===== config.mk =====
export PLATFORM = sky130hd
export DESIGN_NAME = frame_sequencer
export DESIGN_NICKNAME = d
export VERILOG_FILES = /design/src/rtl/img_pkg.sv /design/src/rtl/res_watchdog.sv /design/src/rtl/frame_sequencer.sv
export SDC_FILE = /design/constraint.sdc
export NUM_CORES = 1
export LEC_CHECK = 0
export ABC_AREA = 1
export CAP_MARGIN = 20
export CORE_ASPECT_RATIO = 0.9
export CORE_UTILIZATION = 30
export DETAILED_ROUTE_END_ITERATION = 8
export GPL_TIMING_DRIVEN = 0
export PLACE_DENSITY = 0.54
export RECOVER_POWER = 25
export SETUP_SLACK_MARGIN = 0.05
export SYNTH_ARGS = -nofsm -noshare
export SYNTH_HDL_FRONTEND = slang
export SYNTH_SLANG_ARGS = --single-unit

===== constraint.sdc =====
create_clock -name clk -period 1.84 [get_ports clk]
set_input_delay 0.368 -clock clk [delete_from_list [all_inputs] [get_ports clk]]
set_output_delay 0.368 -clock clk [all_outputs]
set_load 0.05 [all_outputs]

===== src/rtl/img_pkg.sv =====
// Shared types and defaults for the image frame sequencer: FSM state codes,
// operator select codes and default image geometry.
package img_pkg;

  localparam int IMG_N_DEF     = 450;
  localparam int IMG_M_DEF     = 450;
  localparam int IMG_TMO_DEF   = 15;
  localparam int OP_SEL_W      = 3;
  localparam int BYTES_PER_PIX = 3;

  typedef enum logic [2:0] {
    ST_IDLE     = 3'd0,
    ST_FETCH    = 3'd1,
    ST_WAIT_RES = 3'd2,
    ST_WRITE    = 3'd3,
    ST_DONE     = 3'd4
  } fs_state_e;

  typedef enum logic [OP_SEL_W-1:0] {
    OP_PASS = 3'd0,
    OP_ADD  = 3'd1,
    OP_SUB  = 3'd2,
    OP_AVG  = 3'd3,
    OP_MAX  = 3'd4,
    OP_MIN  = 3'd5,
    OP_GRAY = 3'd6,
    OP_INV  = 3'd7
  } op_sel_e;

  // Counter width able to hold 0..n-1, never narrower than one bit.
  function automatic int cnt_w(input int n);
    return (n > 1) ? $clog2(n) : 1;
  endfunction

endpackage


===== src/rtl/res_watchdog.sv =====
// Cycle counter bounding how long the sequencer waits for an operator result.
// expire is raised while the count sits at TMO-1; the count saturates there.
module res_watchdog
  import img_pkg::*;
#(
  parameter int TMO = IMG_TMO_DEF
) (
  input  logic clk,
  input  logic rst,
  input  logic clear,
  input  logic enable,
  output logic expire
);

  localparam int CNT_W = cnt_w(TMO);
  localparam logic [CNT_W-1:0] CNT_LAST = CNT_W'(TMO - 1);

  logic [CNT_W-1:0] cnt_q, cnt_d;

  assign expire = (cnt_q == CNT_LAST);

  always_comb begin
    cnt_d = cnt_q;
    if (clear) begin
      cnt_d = '0;
    end else if (enable && !expire) begin
      cnt_d = cnt_q + CNT_W'(1);
    end
  end

  always_ff @(posedge clk) begin
    if (rst) begin
      cnt_q <= '0;
    end else begin
      cnt_q <= cnt_d;
    end
  end

endmodule


===== src/rtl/frame_sequencer.sv =====
// Walks an N x M RGB frame: fetches three source bytes per pixel, waits for the
// operator result under a watchdog, then writes one destination pixel.
module frame_sequencer
  import img_pkg::*;
#(
  parameter int N      = IMG_N_DEF,
  parameter int M      = IMG_M_DEF,
  parameter int ADDR_W = 20,
  parameter int TMO    = IMG_TMO_DEF
) (
  input  logic              clk,
  input  logic              rst,
  input  logic              start,
  input  logic              abort,
  input  logic [2:0]        op_sel,
  output logic              src_rd_en,
  output logic [ADDR_W-1:0] src_addr,
  input  logic              src_valid,
  output logic              op_en,
  output logic [2:0]        op_select,
  input  logic              op_valid,
  output logic              dst_wr_en,
  output logic [ADDR_W-1:0] dst_addr,
  output logic              busy,
  output logic              done,
  output logic              error
);

  localparam int NPIX  = N * M;
  localparam int PIX_W = cnt_w(NPIX);
  localparam logic [PIX_W-1:0] LAST_PIX  = PIX_W'(NPIX - 1);
  localparam logic [1:0]       LAST_BYTE = 2'(BYTES_PER_PIX - 1);

  fs_state_e         state_q, state_d;
  logic [ADDR_W-1:0] src_addr_q, src_addr_d;
  logic [PIX_W-1:0]  pixel_cnt_q, pixel_cnt_d;
  logic [1:0]        byte_cnt_q, byte_cnt_d;
  logic [2:0]        op_select_q, op_select_d;
  logic              error_q, error_d;
  logic              tmo_clear, tmo_en, tmo_expire;

  res_watchdog #(.TMO(TMO)) u_wdog (
    .clk    (clk),
    .rst    (rst),
    .clear  (tmo_clear),
    .enable (tmo_en),
    .expire (tmo_expire)
  );

  always_comb begin
    state_d     = state_q;
    src_addr_d  = src_addr_q;
    pixel_cnt_d = pixel_cnt_q;
    byte_cnt_d  = byte_cnt_q;
    op_select_d = op_select_q;
    error_d     = error_q;
    tmo_clear   = 1'b0;
    tmo_en      = 1'b0;

    // abort outranks every in-frame event; error is left as it was
    if (abort && (state_q != ST_IDLE)) begin
      state_d = ST_IDLE;
    end else begin
      unique case (state_q)
        ST_IDLE: begin
          if (start) begin
            state_d     = ST_FETCH;
            op_select_d = op_sel;
            pixel_cnt_d = '0;
            src_addr_d  = '0;
            byte_cnt_d  = '0;
            error_d     = 1'b0;
          end
        end
        ST_FETCH: begin
          if (src_valid) begin
            src_addr_d = src_addr_q + ADDR_W'(1);
            if (byte_cnt_q == LAST_BYTE) begin
              byte_cnt_d = '0;
              tmo_clear  = 1'b1;
              state_d    = ST_WAIT_RES;
            end else begin
              byte_cnt_d = byte_cnt_q + 2'd1;
            end
          end
        end
        ST_WAIT_RES: begin
          if (op_valid) begin
            state_d = ST_WRITE;
          end else if (tmo_expire) begin
            error_d = 1'b1;
            state_d = ST_IDLE;
          end else begin
            tmo_en = 1'b1;
          end
        end
        ST_WRITE: begin
          // last pixel does not advance the counter, so it never wraps
          if (pixel_cnt_q == LAST_PIX) begin
            state_d = ST_DONE;
          end else begin
            pixel_cnt_d = pixel_cnt_q + PIX_W'(1);
            state_d     = ST_FETCH;
          end
        end
        ST_DONE: begin
          state_d = ST_IDLE;
        end
        default: begin
          state_d = ST_IDLE;
        end
      endcase
    end
  end

  always_ff @(posedge clk) begin
    if (rst) begin
      state_q     <= ST_IDLE;
      src_addr_q  <= '0;
      pixel_cnt_q <= '0;
      byte_cnt_q  <= '0;
      op_select_q <= '0;
      error_q     <= 1'b0;
    end else begin
      state_q     <= state_d;
      src_addr_q  <= src_addr_d;
      pixel_cnt_q <= pixel_cnt_d;
      byte_cnt_q  <= byte_cnt_d;
      op_select_q <= op_select_d;
      error_q     <= error_d;
    end
  end

  assign src_rd_en = (state_q == ST_FETCH);
  assign op_en     = (state_q == ST_FETCH) || (state_q == ST_WAIT_RES) ||
                     (state_q == ST_WRITE);
  // an abort landing on the WRITE cycle must not reach destination memory
  assign dst_wr_en = (state_q == ST_WRITE) && !abort;
  assign dst_addr  = ADDR_W'(pixel_cnt_q);
  assign src_addr  = src_addr_q;
  assign op_select = op_select_q;
  assign busy      = (state_q != ST_IDLE);
  assign done      = (state_q == ST_DONE);
  assign error     = error_q;

endmodule


==> impl_metrics.csv, run 1 <==
group,metric,value,unit
route,drc,0,
clocking,cts-root-buf,"clkbuf_8",
synthesis,syn_inst,478,
power_and_ir_drop,p_comb_frac,0.412,
critical_path,worst-setup-path-type,"flip-flop to primary output",
timing,skew,13.0,ps
final_layout,final_area,4000,sq um
outcome,outcome,"completed",
critical_path,critPathLaunchType,"flip-flop",
route,wl_per_cell,12.7,microns
timing,finalHoldViolations,0,
timing,finalCriticalPeriod,1730,ps
power_and_ir_drop,pwr-share-seq,0.391,
synthesis,synth_area_leaders,"dfxtp_1 (34%), nand2_1 (14%), nor2_1 (10%)",
die,core_area,9700,sq um
power_and_ir_drop,p_sw_frac,0.425,
route,routed_wirelength,8.60,mm
power_and_ir_drop,power.density,825,nW/um^2
timing,timing.hold.ws,489,ps
synthesis,synth_top_area_cell,"dfxtp_1",
die,start_util,0.311,
power_and_ir_drop,p_clk_frac,0.197,
clocking,cts_sinks,51,
synthesis,synth_area_per_cell,6.31,sq um
clocking,cts_hold_buf,0,
synthesis,async_reset_ff_frac,0,
clocking,clock_latency,300,ps
power_and_ir_drop,p_int,1900,uW
grt,grt.total_usage,0.175,
critical_path,cp-end-kind,"primary output",
synthesis,synth.most_common_cell,"nand2_1",
timing,slew_viol_final,0,
die,io_pins,58,
timing,slew_headroom,0.589,
final_layout,n_antenna_cell,0,
critical_path,reg2reg_depth,10,
critical_path,crit_arrival,1360,ps
critical_path,cpMaxStageDelayCell,"dlygate4sd2_1",
synthesis,syn-cell-area,3020,sq um
die,die_area,10500,sq um
critical_path,path_cells,"dlygate4sd2_1",
synthesis,synth_edf_count,0,
timing,rsz0062_at_grt,"true",
critical_path,cp_top_family,"buffers and inverters",
clocking,cts_buffers,5,
timing,tns,0,ps
critical_path,critPathBufInv,1,
timing,fmax,579,MHz
placed_design,port_buffers,55,
power_and_ir_drop,total_power,3300,uW
clocking,clk_pin_slew,90,ps
route,viasPerCell,4.71,
placed_design,place.gp.congestion,0.865,
final_layout,drive_above_1_share,0.129,
job,cap_violations,0,
final_layout,fin_nets,564,
critical_path,required,1470,ps
critical_path,cp_slowest_stage_delay,570,ps
synthesis,ys_warn_count,0,
final_layout,syn_to_final_growth,32.5,%
synthesis,synth_common_cells,"nand2_1 (113), nor2_1 (80), inv_1 (57)",
clocking,clockBufferDepth,2,
die,rows,34,
synthesis,synth_ff_type,"dfxtp_1",
clocking,cts_tree,"built",
die,die_y,97.1,microns
clocking,cts_max_level,2,
placed_design,place_area,3740,sq um
synthesis,synth.top_cell.area_share,0.339,
placed_design,hpwl,6.45,mm
route,ant_nets,0,
power_and_ir_drop,p_sw,1400,uW
timing,setup_viol,0,
timing,tightest_slew,612,ps
route,vias,3193,
min_path,hold_path.class,"flip-flop to flip-flop",
final_layout,fin_util,0.412,
power_and_ir_drop,ir_worst_vdd,422,uV
critical_path,cp_max_fo,8,
synthesis,synth_cell_type_count,34,
route,detail_route.first_pass.iterations,4,
min_path,whs_path_depth,2,
critical_path,crit_cells,1,
route,drtIter0Drc,146,
timing,fin_crit_sh,0.938,
grt,overflow,0,
die,die_w,108,microns
synthesis,synth_seq_cells,51,
power_and_ir_drop,p_leak,0.00169,uW
grt,grt_pass1_wl,14.4,mm
grt,antenna_found_initial,0,
synthesis,synth-seq-area-share,0.339,
grt,grt_pass1_vias,2924,
grt,grt_max_degree,15,
logic make-up (layout without fill, tap and decap cells):
family          count (synthesis)  after routing  synth area share
buf+inv                        72            145            0.0992
other cells                     1              2           0.00124
simple gates                  295            295             0.436
fa+ha+maj                       4              4            0.0166
flops                          51             51             0.339
compound gates                 48             48            0.0880
xor+xnor                        7              7            0.0203
area by class of cell:
class                           count  area, sq um
Sequential cell                    51         1040
Buffer                             11         93.8
Multi-Input combinational cell    356         1800
Clock inverter                      1         5.00
Fill cell                        1068         5700
Inverter                           61          231
Timing Repair Buffer               65          587
Clock buffer                        7         76.3
Tap cell                          126          158
layer usage:
layer	GRT usage	vias up	wire [microns]
li1	-	1698	-
met1	0.259	1441	4530
met2	0.259	50	3740
met3	0.0282	4	269
met4	0.0443	0	56
met5	0	-	0
stage by stage:
step,setup slack (ps),cells
after global placement,-633,660
after global routing,11.3,678
after detailed placement,-626,660
after floorplan,3.12,479
after CTS,26.9,672
final,113,678
power by group through the flow:
stage / clock network [uW] / registers [uW] / logic [uW]
finish: 649 / 1290 / 1360
floorplan: 0 / 1460 / 692
CTS: 680 / 1290 / 1260
detailed placement: 0 / 1310 / 1230
global placement: 0 / 1300 / 1220
global route: 714 / 1300 / 1490
state kept, by name, indices dropped and copies added, names as in the netlist:
register,cells
op_select,3
src_addr,20
state_q,3
pixel_cnt_q,18
u_wdog.cnt_q,4
byte_cnt_q,2
error,1
placed cells by master, fill, tap and decap left out, types with 4 or more instances in the layout:
cell type	count
nand2_1	112
dfxtp_1	41
inv_2	4
dlygate4sd2_1	40
nor3_1	17
nand4_1	16
nor3_2	4
nor2_2	4
xor2_1	5
clkbuf_8	5
nand2_4	5
nor2_1	75
buf_4	15
clkbuf_1	4
dfxtp_2	6
o21ai_0	4
dfxtp_4	4
nand3_1	45
clkdlybuf4s50_1	7
inv_1	55
nor2_4	4
o21ai_1	4
a21oi_1	30
worst register-to-register path, stage by stage, from the launching register on:
cell	delay (ps)
dfxtp_4	390
ha_4	180
nand3_1	80
nor2_1	150
nand3_1	110
nand2_2	110
nand2_4	100
nand2_4	100
buf_4	170
nand2_1	60
a21oi_1	120
what timing repair did:
item | in CTS | in global routing
setup buffers | 4 | 6
gates resized for setup | 85 | 26
setup endpoints to repair | 69 | 30
pin swaps | 1 | 4
cloned | 0 | 0
path summary, 6_finish.rpt:
kind	from	endpoint	slack, ps
hold / removal	op_select[1]	op_select[1]	490
hold reg to reg	op_select[1]	op_select[1]	490
setup / recovery	pixel_cnt_q[10]	dst_addr[10]	110
setup reg to reg	pixel_cnt_q[1]	pixel_cnt_q[3]	190
No activity file was read; power rests on OpenSTA's default activity.
==> run 2, diff against run 1 <==
--- a/config.mk
+++ b/config.mk
@@ -8,9 +8,11 @@
 export ABC_AREA = 1
 export CAP_MARGIN = 20
 export CORE_ASPECT_RATIO = 0.9
+export CORE_MARGIN = 2
 export CORE_UTILIZATION = 30
 export DETAILED_ROUTE_END_ITERATION = 8
 export GPL_TIMING_DRIVEN = 0
+export MAX_ROUTING_LAYER = met4
 export PLACE_DENSITY = 0.54
 export RECOVER_POWER = 25
 export SETUP_SLACK_MARGIN = 0.05
==> impl_metrics.csv, run 2 (synthesis results as in run 1) <==
group,metric,value,unit
timing,finalHoldViolations,0,
job,cap_violations,0,
clocking,clock_latency,300,ps
clocking,cts-root-buf,"clkbuf_8",
final_layout,drive_above_1_share,0.127,
die,rows,34,
grt,overflow,0,
critical_path,critPathBufInv,1,
timing,finalCriticalPeriod,1720,ps
critical_path,required,1470,ps
critical_path,cp_top_family,"buffers and inverters",
critical_path,cp_slowest_stage_delay,570,ps
outcome,outcome,"completed",
grt,grt_pass1_vias,2986,
critical_path,path_cells,"dlygate4sd2_1",
final_layout,fin_nets,563,
grt,antenna_found_initial,0,
route,routed_wirelength,8.59,mm
grt,grt_pass1_wl,14.4,mm
critical_path,cpMaxStageDelayCell,"dlygate4sd2_1",
min_path,hold_path.class,"flip-flop to flip-flop",
clocking,clockBufferDepth,2,
final_layout,final_cell_mix,"nand2_1 (112), nor2_1 (75), inv_1 (54)",
timing,timing.hold.ws,498,ps
clocking,cts_max_level,2,
die,start_util,0.310,
power_and_ir_drop,total_power,3280,uW
timing,setup_viol,0,
timing,tightest_slew,531,ps
critical_path,cp_max_fo,8,
die,die_w,110,microns
die,core_area,9740,sq um
power_and_ir_drop,p_leak,0.00167,uW
final_layout,largest_reg_flops,20,
final_layout,final_common_cell,"nand2_1",
timing,slew_headroom,0.646,
route,vias,3237,
die,die_y,99.1,microns
clocking,cts_hold_buf,0,
route,viasPerCell,4.79,
grt,grt.total_usage,0.170,
power_and_ir_drop,ir_worst_vdd,431,uV
timing,skew,12.5,ps
grt,grt_max_degree,15,
die,io_pins,58,
power_and_ir_drop,power.density,829,nW/um^2
final_layout,n_antenna_cell,0,
placed_design,hpwl,6.43,mm
clocking,cts_tree,"built",
critical_path,r2r_slack,160,ps
clocking,cts_buffers,5,
final_layout,fin_util,0.406,
critical_path,worst-setup-path-type,"flip-flop to primary output",
placed_design,place.gp.congestion,0.902,
route,drc,0,
timing,fin_crit_sh,0.936,
route,drtIter0Drc,177,
final_layout,syn_to_final_growth,31.3,%
die,die_area,10900,sq um
route,ant_nets,0,
timing,slew_viol_final,0,
timing,fmax,581,MHz
placed_design,port_buffers,55,
clocking,cts_sinks,51,
timing,rsz0062_at_grt,"false",
clocking,clk_pin_slew,90,ps
critical_path,crit_arrival,1350,ps
route,wl_per_cell,12.7,microns
critical_path,cp-end-kind,"primary output",
route,detail_route.first_pass.iterations,4,
critical_path,critPathLaunchType,"flip-flop",
==> run 2: through the flow <==
stage          setup TNS, ps  worst slack [ps]  instances  area [sq um]
2_1_floorplan              0              3.12        479          3040
3_3_place_gp           -6790              -603        660          3740
3_5_place_dp           -7750              -623        660          3740
4_1_cts                    0              59.6        671          3880
5_1_grt                    0              27.7        676          3960
6_report                   0               118        676          3960
==> run 2: cell type report <==
class	instances	area, sq um
plain buffers	11	85.1
multi-input cells	356	1790
inverters	61	229
well taps	126	158
flip-flops and latches	51	1040
fillers	1066	5780
repair buffers	64	563
clock buffers	7	97.6
==> run 2: per-layer routing <==
layer	global-route usage	share of wire	vias up	wire length [microns]
li1	-	-	1698	-
met1	0.240	0.51	1469	4400
met2	0.255	0.44	65	3760
met3	0.0269	0.044	5	381
met4	0.0351	0.0056	0	48
met5	-	0	-	0
==> run 2: report_power, final <==
group | leakage [uW] | internal (uW) | total (uW) | switching, uW
logic | 0.00120 | 378 | 1270 | 896
clock network | 0.0000495 | 345 | 713 | 368
registers | 0.000418 | 1190 | 1290 | 106
==> run 2: timing repair <==
action                     CTS  global route
gates resized for setup     82            25
pin swaps                    1             2
setup endpoints to repair   69            34
setup buffers                4             5
==> run 2: tightest hold or removal path, delay by kind of cell, from the launching register on <==
kind	cells	cell delay (ps)
AND/OR/NAND/NOR	1	70
AO/OA/AOI/OAI	1	50
flip-flops	1	340
==> run 2: worst paths after layout <==
path | start | endpoint | cells past startpoint
hold reg to reg | op_select[2] | op_select[2] | 2
hold / removal | op_select[2] | op_select[2] | 2
setup / recovery | pixel_cnt_q[10] | dst_addr[10] | 1
setup reg to reg | state_q[0] | error | 9
==> run 3, diff against run 2 <==
--- a/config.mk
+++ b/config.mk
@@ -6,7 +6,6 @@
 export NUM_CORES = 1
 export LEC_CHECK = 0
 export ABC_AREA = 1
-export CAP_MARGIN = 20
 export CORE_ASPECT_RATIO = 0.9
 export CORE_MARGIN = 2
 export CORE_UTILIZATION = 30
==> constraint.sdc (replaced) <==
create_clock -name clk -period 2.15 [get_ports clk]
set_input_delay 0.43 -clock clk [delete_from_list [all_inputs] [get_ports clk]]
set_output_delay 0.43 -clock clk [all_outputs]
set_load 0.05 [all_outputs]
==> impl_metrics.csv, run 3 (synthesis results as in run 1) <==
group,metric,value,unit
timing,tightest_slew,595,ps
route,detail_route.first_pass.iterations,4,
route,drtIter0Drc,183,
timing,finalHoldViolations,0,
critical_path,required,1720,ps
grt,overflow,0,
die,start_util,0.310,
timing,setup_viol,0,
die,die_y,99.1,microns
route,wl_met1,4.44,mm
route,vias,3149,
clocking,cts_hold_buf,0,
outcome,outcome,"completed",
clocking,clock_latency,310,ps
final_layout,fin_util,0.388,
timing,rsz0062_at_grt,"true",
grt,grt.total_usage,0.168,
final_layout,n_antenna_cell,0,
die,io_pins,58,
final_layout,final_common_cell,"nand2_1",
critical_path,worst-setup-path-type,"flip-flop to primary output",
route,routed.top_layer,"met4",
clocking,cts_sinks,51,
timing,layout_setup_ws,99.5,ps
timing,finalCriticalPeriod,2050,ps
grt,antenna_found_initial,0,
route,drc,0,
placed_design,hpwl,6.35,mm
final_layout,drive_above_1_share,0.0739,
grt,grt_pass1_wl,14.1,mm
timing,slew_headroom,0.605,
final_layout,final_cell_mix,"nand2_1 (113), nor2_1 (79), inv_1 (56)",
die,die_w,110,microns
clocking,cts_tree,"built",
critical_path,path_cells,"inv_1, nand2_2, dlygate4sd2_1",
power_and_ir_drop,power.density,715,nW/um^2
power_and_ir_drop,ir_worst_vdd,485,uV
timing,skew,8.81,ps
placed_design,port_buffers,55,
timing,slew_viol_final,0,
critical_path,critPathBufInv,2,
timing,fin_crit_sh,0.954,
critical_path,crit_arrival,1620,ps
job,cap_violations,0,
route,viasPerCell,4.72,
min_path,hold_path.class,"flip-flop to flip-flop",
grt,grt_pass1_vias,2880,
clocking,cts_max_level,2,
placed_design,place.gp.congestion,0.887,
critical_path,cpMaxStageDelayCell,"dlygate4sd2_1",
route,routed_wirelength,8.40,mm
route,wl_per_cell,12.6,microns
route,wl_met3,334,microns
final_layout,syn_to_final_growth,25.3,%
placed_design,preCtsSetupSlack,-309,ps
clocking,post_cts_buffers,0,
critical_path,cp_max_fo,4,
final_layout,fillers,1065,
timing,timing.hold.ws,478,ps
clocking,cts-root-buf,"clkbuf_8",
die,core_area,9740,sq um
critical_path,cp_top_family,"buffers and inverters",
clocking,cts_buffers,5,
clocking,clk_pin_slew,90,ps
clocking,clockBufferDepth,2,
route,wl_met2,3.55,mm
critical_path,critPathLaunchType,"flip-flop",
final_layout,largest_reg_flops,20,
die,die_area,10900,sq um
route,ant_nets,0,
critical_path,cp_slowest_stage_delay,550,ps
critical_path,cp-end-kind,"primary output",
timing,fmax,488,MHz
final_layout,fin_nets,554,
grt,grt_max_degree,15,
power_and_ir_drop,p_leak,0.00141,uW
die,rows,34,
-- run 3: report_power, final --
part           internal, uW  switching [uW]  total [uW]
Combinational           280             742        1020
Clock                   254             333         586
Sequential             1010            79.4        1090
-- run 3: path summary, 6_finish.rpt --
| kind | from | endpoint | slack (ps) | cells past startpoint |
|---|---|---|---|---|
| min reg2reg | op_select[0] | op_select[0] | 480 | 2 |
| max reg2reg | pixel_cnt_q[0] | pixel_cnt_q[16] | 240 | 10 |
| min | op_select[0] | op_select[0] | 480 | 2 |
| max | state_q[1] | busy | 100 | 3 |
-- run 3: layout make-up --
type                    instances  area, sq um  area share
flip-flops and latches         51         1020       0.271
clock buffers                   6         82.6      0.0219
clock inverters                 1         5.00     0.00132
repair buffers                 55          492       0.130
multi-input cells             356         1720       0.456
plain buffers                  11         66.3      0.0175
well taps                     126          158      0.0417
inverters                      61          229      0.0606
-- run 3: metal layers --
layer | up-vias | global-route usage
li1 | 1677 | -
met1 | 1394 | 0.241
met2 | 71 | 0.241
met3 | 7 | 0.0308
met4 | 0 | 0.0419
met5 | - | -
-- run 3: timing repair --
| action | 4_1_cts | 5_1_grt |
|---|---|---|
| endpoints found under the setup margin | 8 | 23 |
| gates resized for setup | 26 | 15 |
| cloned | 0 | 0 |
| pin swaps | 0 | 0 |
-- run 3: metrics by stage --
stage,total power (uW),area [sq um],std cells,setup TNS (ps)
floorplan,1830,3020,479,0
global placement,2150,3730,660,-1880
detailed placement,2160,3730,660,-2020
CTS,2750,3810,667,0
global route,2870,3780,667,0
finish,2700,3780,667,0
-- run 3: tightest hold or removal path, cell delays in order, from the launching register on --
cell and delay (ps):
dfxtp_1 330, nand2_1 60, a21oi_1 50
